[src/rtl/pulse_width_decoder_pkg.sv]
// Purpose : shared decoder types and the nominal pulse widths common to timer and decoder.
// Latency : n/a (types and constants only).
// Backpressure: n/a.
package pulse_width_decoder_pkg;

   typedef enum logic [1:0] {
      ST_ARM     = 2'd0,
      ST_IDLE    = 2'd1,
      ST_MEASURE = 2'd2
   } dec_state_t;

   typedef enum logic [1:0] {
      ERR_OK      = 2'b00,
      ERR_NOMATCH = 2'b01,
      ERR_TIMEOUT = 2'b10
   } res_err_t;

   // The timer holds its pulse high for duration+1 cycles, duration = 32<<mode.
   localparam int unsigned NOM_0 = (32 << 0) + 1;
   localparam int unsigned NOM_1 = (32 << 1) + 1;
   localparam int unsigned NOM_2 = (32 << 2) + 1;
   localparam int unsigned NOM_3 = (32 << 3) + 1;

   function automatic int unsigned nom_width(input int k);
      case (k)
         0:       return NOM_0;
         1:       return NOM_1;
         2:       return NOM_2;
         default: return NOM_3;
      endcase
   endfunction

endpackage

[src/rtl/pulse_width_decoder_pulse_sync.sv]
// Purpose : 2-flop synchronizer for an asynchronous pulse source, flops reset to 0.
// Latency : 2 clk cycles.
// Backpressure: none; samples every cycle.
// Ports   : clk, rst_n (async active-low), din (async in), dout (synchronized out).
module pulse_sync (
   input  logic clk,
   input  logic rst_n,
   input  logic din,
   output logic dout
);

   logic meta;

   always_ff @(posedge clk or negedge rst_n) begin
      if (!rst_n) begin
         meta <= 1'b0;
         dout <= 1'b0;
      end else begin
         meta <= din;
         dout <= meta;
      end
   end

endmodule

[src/rtl/pulse_width_decoder.sv]
// Purpose : measures pulse high time and decodes it to the timer mode code, with error class.
// Latency : result valid on the edge after the first low sample (or the timeout cycle);
//           +2 cycles when PULSE_SYNC_EN is defined (2-flop input synchronizer).
// Backpressure: measurement never stalls; a completion while a result is held unaccepted
//           is dropped and flagged by a one-cycle overrun strobe.
// Ports   : clk, rst_n, pulse_in | busy | res_valid/res_ready, res_mode, res_err, res_width | overrun
module pulse_width_decoder
   import pulse_width_decoder_pkg::*;
#(
   parameter int WIDTH   = 9,
   parameter int TOL     = 2,
   parameter int MAX_CYC = 512
) (
   input  logic             clk,
   input  logic             rst_n,
   input  logic             pulse_in,
   output logic             busy,
   output logic             res_valid,
   input  logic             res_ready,
   output logic [1:0]       res_mode,
   output logic [1:0]       res_err,
   output logic [WIDTH:0]   res_width,
   output logic             overrun
);

   localparam int CW = WIDTH + 1;
   localparam logic [CW-1:0]        MAX_C = CW'(MAX_CYC);
   localparam logic signed [CW:0]   TOL_S = (CW+1)'(TOL);

   logic pulse;

`ifdef PULSE_SYNC_EN
   pulse_sync u_sync (
      .clk  (clk),
      .rst_n(rst_n),
      .din  (pulse_in),
      .dout (pulse)
   );
`else
   assign pulse = pulse_in;
`endif

   dec_state_t     state;
   logic [CW-1:0]  count;
   logic [CW-1:0]  count_inc;

   assign count_inc = count + CW'(1);

   // Classification: one extra bit so count - NOM never wraps.
   logic [1:0]          cls_mode;
   res_err_t            cls_err;
   logic signed [CW:0]  diff;

   always_comb begin
      cls_mode = 2'd0;
      cls_err  = ERR_NOMATCH;
      diff     = '0;
      for (int k = 0; k < 4; k++) begin
         diff = $signed({1'b0, count}) - $signed((CW+1)'(nom_width(k)));
         if (diff >= -TOL_S && diff <= TOL_S) begin
            cls_mode = 2'(k);
            cls_err  = ERR_OK;
         end
      end
   end

   // Completion of a measurement this cycle, and the result it produces.
   logic           done;
   logic [1:0]     done_mode;
   res_err_t       done_err;
   logic [CW-1:0]  done_width;

   always_comb begin
      done       = 1'b0;
      done_mode  = 2'd0;
      done_err   = ERR_OK;
      done_width = count;
      if (state == ST_MEASURE) begin
         if (pulse && count_inc == MAX_C) begin
            done       = 1'b1;
            done_err   = ERR_TIMEOUT;
            done_width = MAX_C;
         end else if (!pulse) begin
            done      = 1'b1;
            done_mode = cls_mode;
            done_err  = cls_err;
         end
      end
   end

   always_ff @(posedge clk or negedge rst_n) begin
      if (!rst_n) begin
         state     <= ST_ARM;
         busy      <= 1'b0;
         count     <= '0;
         res_valid <= 1'b0;
         res_mode  <= 2'd0;
         res_err   <= 2'd0;
         res_width <= '0;
         overrun   <= 1'b0;
      end else begin
         case (state)
            // ARM blocks a pulse already high at reset release or after timeout.
            ST_ARM: begin
               if (!pulse) state <= ST_IDLE;
            end
            ST_IDLE: begin
               if (pulse) begin
                  state <= ST_MEASURE;
                  busy  <= 1'b1;
                  count <= CW'(1);
               end
            end
            ST_MEASURE: begin
               if (pulse) begin
                  if (count_inc == MAX_C) begin
                     state <= ST_ARM;
                     busy  <= 1'b0;
                  end else begin
                     count <= count_inc;
                  end
               end else begin
                  state <= ST_IDLE;
                  busy  <= 1'b0;
               end
            end
            default: begin
               state <= ST_ARM;
               busy  <= 1'b0;
            end
         endcase

         overrun <= done && res_valid && !res_ready;

         // Load on completion when the output slot is free or being accepted now.
         if (done && (!res_valid || res_ready)) begin
            res_valid <= 1'b1;
            res_mode  <= done_mode;
            res_err   <= done_err;
            res_width <= done_width;
         end else if (res_ready) begin
            res_valid <= 1'b0;
         end
      end
   end

endmodule

[config.mk]
export PLATFORM = sky130hd
export DESIGN_NAME = pulse_width_decoder
export DESIGN_NICKNAME = d
export VERILOG_FILES = /design/src/rtl/pulse_width_decoder_pkg.sv /design/src/rtl/pulse_width_decoder_pulse_sync.sv /design/src/rtl/pulse_width_decoder.sv
export SDC_FILE = /design/constraint.sdc
export NUM_CORES = 1
export LEC_CHECK = 0
export CORE_ASPECT_RATIO = 2
export CORE_MARGIN = 2
export CORE_UTILIZATION = 24
export DETAILED_ROUTE_END_ITERATION = 8
export SYNTH_ARGS = -nofsm -noshare
export SYNTH_HDL_FRONTEND = slang
export SYNTH_HIERARCHICAL = 1
export SYNTH_SLANG_ARGS = --single-unit
[constraint.sdc]
create_clock -name clk -period 2.6 [get_ports clk]
set_clock_uncertainty 0.05 [all_clocks]
set_input_delay 0.26 -clock clk [delete_from_list [all_inputs] [get_ports clk]]
set_output_delay 0.26 -clock clk [all_outputs]
set_load 0.005 [all_outputs]
## Word level (Yosys, flattened, before mapping)

Cells that the tools add are included.

- Bits in registers: 29
- Output and inout bits: 17
- Word-level logic and storage cells: 80

- $add $sub $neg: 5
- Order comparisons: 8
- Equality and inequality tests: 8
- Mux-type cells: 33
- Bitwise gates (word level): 1
- Reduce and logical (&&, ||, !) cells: 17

Operator list:

| operator | number |
|---|---|
| two-way mux 10 bit | 5 |
| greater-or-equal comparator 11 x 2 -> 1 bit, second input constant | 4 |
| <= comparator 11 x 3 -> 1 bit, second input constant | 4 |
| two-way mux 2 bit | 14 |
| one-hot mux 10 bit (2 select lines) | 1 |
| two-way mux 1 bit | 11 |
| subtractor 10 x 6 -> 11 bit, second input constant | 1 |
| subtractor 10 x 7 -> 11 bit, second input constant | 1 |
| subtractor 10 x 8 -> 11 bit, second input constant | 1 |
| subtractor 10 x 9 -> 11 bit, second input constant | 1 |
| adder 10 x 1 -> 10 bit, second input constant | 1 |
| equality test 10 bit, second input constant | 1 |
| logical AND 1 bit | 8 |
| inequality test 2 bit, second input constant | 4 |
| one-hot mux 2 bit (3 select lines) | 1 |
| AND reduction 3 bit | 2 |
| AND reduction 4 bit | 1 |
| nonzero test 2 bit | 2 |
| inequality test 3 x 2 -> 1 bit, second input constant | 1 |
| one-hot mux 1 bit (3 select lines) | 1 |
| equality test 2 x 1 -> 1 bit, second input constant | 1 |
| equality test 2 bit, second input constant | 1 |
| logical NOT 1 bit | 2 |
| logical NOT 2 bit | 1 |
| 2 further kinds | 2 |

## Depth between registers and ports, before layout

- Depth in word-level cells: 10
- Mapped depth: 10
- Mapped depth without buffers: 9

## Worst setup path after synthesis

OpenSTA, ideal clock, no wires.

- Kind: register to register
- Start: register count[0]
- End: register res_err[0]
- Library setup time: 0.138 ns
- Data arrival time: 2.205 ns
- Data required time: 2.412 ns
- Path slack: 0.207 ns
- Stages on the path, launching flop included: 10
- Buffers on the path: 1
- Clock period less this slack: 2.393 ns
- Cell sequence: dfrtp_1 inv_1 ha_1 nor2b_1 buf_2 nor4_1 nand3_1 or4_1 o21ai_0 o41ai_2

- Longest elaborated chain between the ends: 10
- Elaborated cells on any way between the ends: 29
- Those cells by class: 5 x add/sub; 8 x order compare; 1 x eq/ne; 9 x mux; 6 x reduce/logical

RTL lines:

| element | line | text |
|---|---|---|
| from (decl) | pulse_width_decoder.sv:44 | `logic [CW-1:0] count;` |
| from (signal assigned) | pulse_width_decoder.sv:120 | `count <= count_inc;` |
| subtractor 10 x 6 -> 11 bit | pulse_width_decoder.sv:59 | `diff = $signed({1'b0, count}) - $signed((CW+1)'(nom_width(k)));` |
| greater-or-equal comparator 11 x 2 -> 1 bit or <= comparator 11 x 3 -> 1 bit (tied branches) | pulse_width_decoder.sv:60 | `if (diff >= -TOL_S && diff <= TOL_S) begin` |
| logical AND 1 bit | pulse_width_decoder.sv:60 |  |
| two-way mux 1 bit (2 in a row) | pulse_width_decoder.sv:60 |  |
| two-way mux 2 bit (2 in a row) | pulse_width_decoder.sv:60 |  |
| two-way mux 2 bit | pulse_width_decoder.sv:83 | `end else if (!pulse) begin` |
| two-way mux 2 bit | pulse_width_decoder.sv:79 | `if (pulse && count_inc == MAX_C) begin` |
| two-way mux 2 bit | pulse_width_decoder.sv:78 | `if (state == ST_MEASURE) begin` |
| to (signal assigned) | pulse_width_decoder.sv:139 | `res_err <= done_err;` |
| to (decl) | pulse_width_decoder.sv:21 | `output logic [1:0] res_err,` |

Several ways; a longest one is shown, not always the timed one.
A chain may end at the register's enable or synchronous reset.

## Worst setup path after layout

- Start: register count[0]
- End: register count[0]

- Longest elaborated chain between the ends: 4
- Elaborated cells on any way between the ends: 7
- Those cells by class: 1 x add/sub; 2 x eq/ne; 3 x mux; 1 x reduce/logical

RTL lines:

| element | line | text |
|---|---|---|
| adder 10 x 1 -> 10 bit * | pulse_width_decoder.sv:47 | `assign count_inc = count + CW'(1);` |
| equality test 10 bit or two-way mux 10 bit (tied branches) | pulse_width_decoder.sv:116 | `if (count_inc == MAX_C) begin` |
| inequality test 2 bit (no source line) or two-way mux 10 bit (tied branches) | - |  |
| AND reduction 4 bit (no source line) or one-hot mux 10 bit (2 select lines) (tied branches) | - |  |

Every way passes the cells marked *; elsewhere a longest branch is shown, timed or not. The select of a mux whose other input is x is not followed.

==> flow_summary.ini <==
[cells_and_area]
final_common_cell = dfrtp_1
drive_above_1_share = 0.1405
regArea_um2 = 725.7
final_cell_mix = dfrtp_1 (29), nand2_1 (25), clkdlybuf4s50_1 (20)
syn_to_final_growth_pct = 26.10
fin_nets = 248
fin_area_um2 = 2406
antenna_cells = 0
nFillCells = 817
multiInputGateArea_um2 = 1079

[timing]
fin_crit_ns = 2.392
slew_headroom = 0.6719
setup_violations = 0
whs_ns = 0.3248
hold_violations = 0
fmax_mhz = 418.0
rsz0062_at_grt = false
timing.final.crit_share = 0.9201
slew_viol_final = 0
worst_slew_pin_slew_ns = 0.4921

[worst_setup_path]
worstReg2RegStart = count[0]
max_stage_delay_ns = 0.34
criticalPathCategory = flip-flop to flip-flop
setup.worst_path.start_class = flip-flop
crit_arrival_ns = 2.50
cp_max_fo = 8
worstPathRequired_ns = 2.71
cpMaxStageDelayCell = dfrtp_1
crit_path_cell_trace = buf_4 -> ha_1 -> and4_1 -> nand2_1 -> and3b_1 -> o22ai_2 -> and2_2 -> a21oi_1 -> a311o_1
cp-startpoint = count[0]
worstSetupEndpointType = flip-flop

[floorplanning]
io_pins = 21
row_count = 46
initial_core_util = 0.2438
core_um2 = 7828
die_x_um = 67.05
dieArea_um2 = 8723
die_h_um = 130.1

[global_routing]
grt_pass1_vias = 1690
grt.total_usage = 0.1171
antenna_found_initial = 0
grt_pass1_wl_um = 7872
grt_max_degree = 30
grt-ovfl-total = 0

[clocking]
max-clock-path-buffers = 2
cts_tree = built
cts-root-buf = clkbuf_16
htreeDepth = 2
post-cts-setup-buffers = 0
clkLatencyLatePin_ns = 0.27
numClockSinks = 29
postCtsHoldBufs = 0
clk_pin_slew_ns = 0.05
cts_made_buffers = 5

[logic_synthesis]
syn_avg_cell_area_um2 = 8.753
syn_area_um2 = 1908
synth_nets = 225
synth_top_area_frac = 0.3803
syn_inst = 218
ys_async_sr_fraction = 1.000
synth_cell_types = 57
synth_top_cell_by_area = dfrtp_1
yosys-top-cells-area = dfrtp_1 (38%), a22o_1 (6.0%), nand2_1 (4.9%), a21oi_1 (3.7%), nor2_1 (3.1%)
synth_top_flop_cell = dfrtp_1
synth_edf_count = 0
ys_ff_latch = 29
synth_warnings = 6
synth-seq-area-share = 0.3803

[placed_design]
post-dp-hpwl_um = 3446
port_buffers = 20
placed_cell_area_um2 = 2240
place_congestion = 0.8480

[power]
p_leak_nw = 1.016
powerDensity_nw_per_um2 = 644.5
vdd_drop_max_mv = 0.3718

[flow_run]
max_cap_violations = 0

[route]
viasPerCell = 5.240
route.detailed.drc = 0
drt_iter0_markers = 110
dr.pass1.iters = 4
routed_wl_um = 4668
antenna_left = 0
vias = 1771
wl_per_cell_um = 13.81

[outcome]
status = finished, final reports clean

[min_path]
hold_class = primary input to async pin
[synthesized netlist by cell type, types with 2 or more instances]
cell type and number:
dfrtp_1 29, nand2_1 25, nor2_1 16, a21oi_1 14, a22o_1 13, nand3_1 11, o21ai_0 10, clkbuf_1 8
inv_1 7, buf_2 6, nor3_1 6, and3_1 5, a21o_1 4, a31oi_1 3, ha_1 3, nor2b_1 3
o22ai_1 3, o31ai_1 3, xnor2_1 3, buf_6 2, mux2i_1 2, nand2b_1 2, nor3_4 2, nor3b_1 2
o22a_1 2, or3_1 2, xor2_1 2
[cell families after synthesis]
logic type	after synthesis	share of synthesized area
buffers and inverters	24	0.05902
multiplexers	3	0.01639
flip-flops	29	0.3803
XOR/XNOR	5	0.02296
AND/OR/NAND/NOR	88	0.2531
AO/OA/AOI/OAI	66	0.2485
adder cells (fa/ha/maj)	3	0.01967
[where the power goes]
group | switching, mW | internal, mW | leakage [nW] | total (mW)
Clock | 0.197 | 0.404 | 0.0799 | 0.601
Sequential | 0.0483 | 0.508 | 0.384 | 0.556
Combinational | 0.191 | 0.203 | 0.552 | 0.394
Total | 0.436 | 1.11 | 1.02 | 1.55
[registers in the layout, indices dropped and copies added (netlist names)]
signal,cells
res_valid,1
res_width,10
overrun,1
res_err,2
state,2
count,10
busy,1
res_mode,2
[through the flow]
| step | setup WS (ns) | instances | utilization | power (mW) | setup TNS (ns) |
|---|---|---|---|---|---|
| finish | 0.2076 | 338 | 0.3074 | 1.551 | 0 |
| global route | 0.03861 | 338 | 0.3074 | 1.639 | 0 |
| CTS | 0.1691 | 338 | 0.3066 | 1.563 | 0 |
| detailed placement | -0.04228 | 330 | 0.2861 | 0.9541 | -0.06399 |
| global placement | 0.1133 | 330 | 0.2861 | 0.9469 | 0 |
| floorplan | 0.2073 | 218 | - | 0.7933 | 0 |
[final timing paths]
| check | end | slack, ns | depth (start not counted) |
|---|---|---|---|
| setup / recovery | count[0] | 0.21 | 9 |
| hold / removal | res_width[0] | 0.32 | 2 |
| setup reg to reg | count[0] | 0.21 | 9 |
| hold reg to reg | res_err[0] | 0.42 | 2 |
| max in group asynchronous | count[3] | 1.90 | 2 |
| min in group clk | res_err[0] | 0.42 | 2 |
[metal layers]
| metal | share of wire | up-vias | routed length, µm | GRT usage |
|---|---|---|---|---|
| met1 | 0.42 | 845 | 1960 | 0.1415 |
| met3 | 0.066 | 9 | 307 | 0.02586 |
| li1 | - | 843 | - | - |
| met4 | 0.019 | 0 | 89 | 0.05642 |
| met5 | 0 | - | 0 | 0 |
| met2 | 0.49 | 74 | 2310 | 0.1928 |
[layout make-up]
type	count	share of cell area
Clock buffer	7	0.06344
Inverter	7	0.01092
Clock inverter	1	0.002080
Tap cell	96	0.04992
Sequential cell	29	0.3016
Multi-Input combinational cell	165	0.4483
Timing Repair Buffer	33	0.1238
[repair_timing]
item                                    CTS  global route
hold endpoints to repair                  0             0
endpoints found under the setup margin    2             3
gates resized for setup                   1             2
[worst max-delay path: cells and delay by family, from the launching register on]
family,cells,cell delay (ns)
AO/OA/AOI/OAI,3,0.55
adder cells (fa/ha/maj),1,0.26
buffers and inverters,1,0.17
flip-flops,1,0.34
AND/OR/NAND/NOR,4,0.91
(Power assumes the default switching activity.)
